--- src/rtl/ttl_pkg.sv ---
// Shared types and constants for the sampled-clock TTL counter models.
package ttl_pkg;

  localparam int LS93_B_WIDTH = 3;

  localparam logic CK_IDLE = 1'b1;

  typedef logic [3:0] ls93_q_t;

endpackage

--- src/rtl/ttl_fall_det.sv ---
// Single-bit sampled falling-edge detector for TTL clock pins.
module ttl_fall_det
  import ttl_pkg::*;
(
  input  logic clk,
  input  logic rst_n,
  input  logic d,
  output logic fall
);

  logic d_q;
  logic armed;

  always_ff @(posedge clk or negedge rst_n) begin
    if (!rst_n) begin
      d_q   <= CK_IDLE;
      armed <= 1'b0;
    end else begin
      d_q   <= d;
      armed <= 1'b1;
    end
  end

  // A pin held low across reset release must not count as an edge.
  assign fall = armed & d_q & ~d;

endmodule

--- src/rtl/ls93.sv ---
// 74LS93 4-bit ripple counter on one system clock.
// Define CLR_ASYNC_EN to force outputs low combinationally during clear.
module ls93
  import ttl_pkg::*;
#(
  parameter ls93_q_t INIT_Q = 4'b0000
) (
  input  logic clk,
  input  logic rst_n,
  input  logic cka_n,
  input  logic ckb_n,
  input  logic r0_1,
  input  logic r0_2,
  output logic qa,
  output logic qb,
  output logic qc,
  output logic qd
);

  logic    fall_a;
  logic    fall_b;
  logic    clr;
  ls93_q_t q_r;
  ls93_q_t q;

  ttl_fall_det u_det_a (
    .clk   (clk),
    .rst_n (rst_n),
    .d     (cka_n),
    .fall  (fall_a)
  );

  ttl_fall_det u_det_b (
    .clk   (clk),
    .rst_n (rst_n),
    .d     (ckb_n),
    .fall  (fall_b)
  );

  assign clr = r0_1 & r0_2;

  // Clear wins over any edge seen in the same cycle.
  always_ff @(posedge clk or negedge rst_n) begin
    if (!rst_n) begin
      q_r <= INIT_Q;
    end else if (clr) begin
      q_r <= '0;
    end else begin
      if (fall_a)
        q_r[0] <= ~q_r[0];
      if (fall_b)
        q_r[LS93_B_WIDTH:1] <=
          q_r[LS93_B_WIDTH:1] + LS93_B_WIDTH'(1);
    end
  end

`ifdef CLR_ASYNC_EN
  assign q = clr ? '0 : q_r;
`else
  assign q = q_r;
`endif

  assign qa = q[0];
  assign qb = q[1];
  assign qc = q[2];
  assign qd = q[3];

endmodule

--- config.mk ---
export PLATFORM = sky130hd
export DESIGN_NAME = ls93
export DESIGN_NICKNAME = d
export VERILOG_FILES = /design/src/rtl/ttl_pkg.sv /design/src/rtl/ttl_fall_det.sv /design/src/rtl/ls93.sv
export SDC_FILE = /design/constraint.sdc
export NUM_CORES = 1
export LEC_CHECK = 0
export CELL_PAD_IN_SITES_DETAIL_PLACEMENT = 1
export CELL_PAD_IN_SITES_GLOBAL_PLACEMENT = 2
export CORE_MARGIN = 4
export CORE_UTILIZATION = 23
export DETAILED_ROUTE_END_ITERATION = 16
export HOLD_SLACK_MARGIN = 0.06
export PLACE_DENSITY = 0.73
export SKIP_LAST_GASP = 1
export SLEW_MARGIN = 20
export SYNTH_ARGS = -nofsm -noshare
export SYNTH_HDL_FRONTEND = slang
export SYNTH_SLANG_ARGS = --single-unit
--- constraint.sdc ---
create_clock -name clk -period 1.33 [get_ports clk]
set_clock_uncertainty 0.2 [all_clocks]
set_input_delay 0.266 -clock clk [delete_from_list [all_inputs] [get_ports clk]]
set_output_delay 0.266 -clock clk [all_outputs]
set_load 0.02 [all_outputs]
==> impl_metrics.py <==
metrics = {
    "timing": {
        "min_period_ns": 1.37,
        "rsz0062_at_grt": "yes",
        "hold_viol_final": 0,
        "finalCritPeriodShare": 1.03,
        "fin_setup_tns_ns": -0.0948,
        "max_freq_mhz": 729,
        "setup-violations-final": 3,
        "finalMaxSlewViolations": 0,
        "timing.final.ws_setup_ns": -0.0421,
    },
    "die": {
        "std_cell_rows": 13,
        "initial_core_util": 0.243,
        "ios": 10,
        "coreArea_um2": 1300,
        "fp.dieH_um": 45.1,
        "die_w_um": 45.1,
        "die_area_um2": 2030,
    },
    "clocking": {
        "root_buffer": "clkbuf_4",
        "post_cts_buffers": 0,
        "hold_buffers": 0,
        "clock_path_buffers": 2,
        "worstSkewPairLatency_ns": 0.25,
        "cts.sinks": 7,
        "cts_resized": 17,
        "htreeDepth": 1,
        "path_clk_slew_ns": 0.05,
        "cts_tree": "done",
        "numCtsBuffers": 3,
    },
    "detailed_routing": {
        "wire_per_inst_um": 13.9,
        "antenna_left": 0,
        "vias": 246,
        "drt-pass1-iter-count": 2,
        "drt_wl_total_um": 753,
        "drtIter0Drc": 2,
        "drc": 0,
        "via_per_inst": 4.56,
    },
    "layout": {
        "antennaDiodeCount": 0,
        "area_delta_synth_final_pct": 51.0,
        "final_layout_size_suffix_gt1_frac": 0.487,
        "final_cell_area_um2": 478,
        "fin_nets": 47,
    },
    "critical_path": {
        "rr_startpoint": "q[2]",
        "r2r_slack_ns": -0.04,
        "reg2reg_depth": 3,
        "path_class": "flip-flop to flip-flop",
        "cp.required_ns": 1.27,
        "crit_path_end_kind": "flip-flop",
        "start_kind": "flip-flop",
        "critPathMaxFanout": 3,
        "cp.arrival_ns": 1.31,
        "rr_endpoint": "q[2]",
    },
    "place": {
        "placed_cell_area_um2": 453,
        "globalplace.congestion": 0.723,
        "portBuffers": 9,
        "dp_hpwl_um": 557,
        "dp_slack_ns": -0.323,
    },
    "logic_synthesis": {
        "syn_area_per_cell_um2": 13.2,
        "ys_ff_latch": 7,
        "yosysUniqueCellTypes": 12,
        "yosysWarnings": 0,
        "synth_top_area_share": 0.395,
        "synthTopCellsByArea": "dfrtp_1, dfstp_2, a21boi_0, mux2_1, mux2_2",
        "syn_area_um2": 317,
        "yosysSeqAreaShare": 0.561,
        "synthesis.nets": 31,
        "yosysTopAreaCell": "dfrtp_1",
        "netlist_instances": 24,
    },
    "global_routing": {
        "grt_start_max_net_pins": 9,
        "grt_pass1_wl_um": 1260,
        "overflow": 0,
        "grt.total_usage": 0.0962,
        "grt_pass1_vias": 274,
        "antenna_found_initial": 0,
    },
    "status": {
        "violations": "negative setup slack",
        "status": "complete, but fails checks",
    },
    "flow_run": {
        "max-cap-violations": 0,
    },
    "min_path": {
        "min_path_type": "input pin to async pin",
    },
    "power_and_ir_drop": {
        "peakVddDrop_v": 0.000586,
        "leakage_uw": 0.000216,
        "p_total_uw": 551,
        "power_density_nw_per_um2": 1150,
    },
}
==> worst max-delay path by stage <==
stage,to,slack (ns),from,cells after the start
after global routing,q[2],-0.07,q[2],3
after detailed placement,q[1],-0.32,ckb_n,3
after global placement,q[1],-0.28,r0_2,3
final,q[2],-0.04,q[2],3
after CTS,q[2],-0.08,q[2],3
after floorplan,q[2],-0.07,q[2],3
==> logic make-up after synthesis <==
kind of cell,count (synthesis),synth area share
AO/OA/AOI/OAI,8,0.166
adder cells (fa/ha/maj),1,0.0395
flip-flops,7,0.561
multiplexers,4,0.142
other,1,0.0118
AND/OR/NAND/NOR,3,0.0791
==> where the power goes <==
part           switching (µW)  internal, µW
Combinational            49.0          62.3
Sequential               15.7           234
Clock                    75.3           114
==> cell type report <==
| type | count | area [µm²] |
|---|---|---|
| clock buffer | 4 | 26.3 |
| sequential | 7 | 180 |
| tap | 15 | 18.8 |
| fill | 155 | 823 |
| multi-input combinational | 17 | 164 |
| timing repair buffer | 11 | 88.8 |
==> placed cells by master, fill, tap and decap left out <==
master	n
dlygate4sd2_1	2
a21boi_0	4
clkbuf_4	3
mux2_4	3
nand3b_1	1
buf_2	3
clkdlybuf4s50_1	3
nand4b_1	1
mux2_2	1
dfrtp_1	3
conb_1	1
buf_6	1
and3b_2	1
ha_4	1
dfrtp_2	2
buf_4	2
clkbuf_1	1
a21boi_1	1
a21oi_1	3
dfstp_2	2
==> worst max-delay path: stages (launching register included) <==
cell,delay [ns]
dfrtp_2,0.42
ha_4,0.24
a21boi_1,0.12
mux2_4,0.27
==> sequential cells by signal (all words and copies together), names as in the netlist <==
| name | count |
|---|---|
| u_det_a.d_q | 1 |
| u_det_b.armed | 1 |
| u_det_b.d_q | 1 |
| q | 4 |
==> routing by layer <==
metal  track usage  share of wire  vias to the layer above
li1              -              -                      117
met1         0.101           0.41                      119
met2         0.138           0.51                        8
met3        0.0598          0.069                        2
met4        0.0702          0.012                        0
met5             0              0                        -
==> per-stage QoR <==
stage                      util  hold WS [ns]  cells
after floorplan               -        -0.230     24
after global placement    0.348         0.342     50
after detailed placement  0.348         0.348     50
after CTS                 0.356        0.0756     54
after global routing      0.367        0.0842     54
final                     0.367        0.0712     54
==> synthesized netlist by cell type <==
master and count:
a21boi_1 1, nand4b_1 1, a21oi_1 3, ha_1 1
mux2_1 2, a21boi_0 4, mux2_2 2, conb_1 1
dfstp_2 2, and3b_1 1, dfrtp_1 5, nand3b_1 1
(Power assumes the default switching activity.)
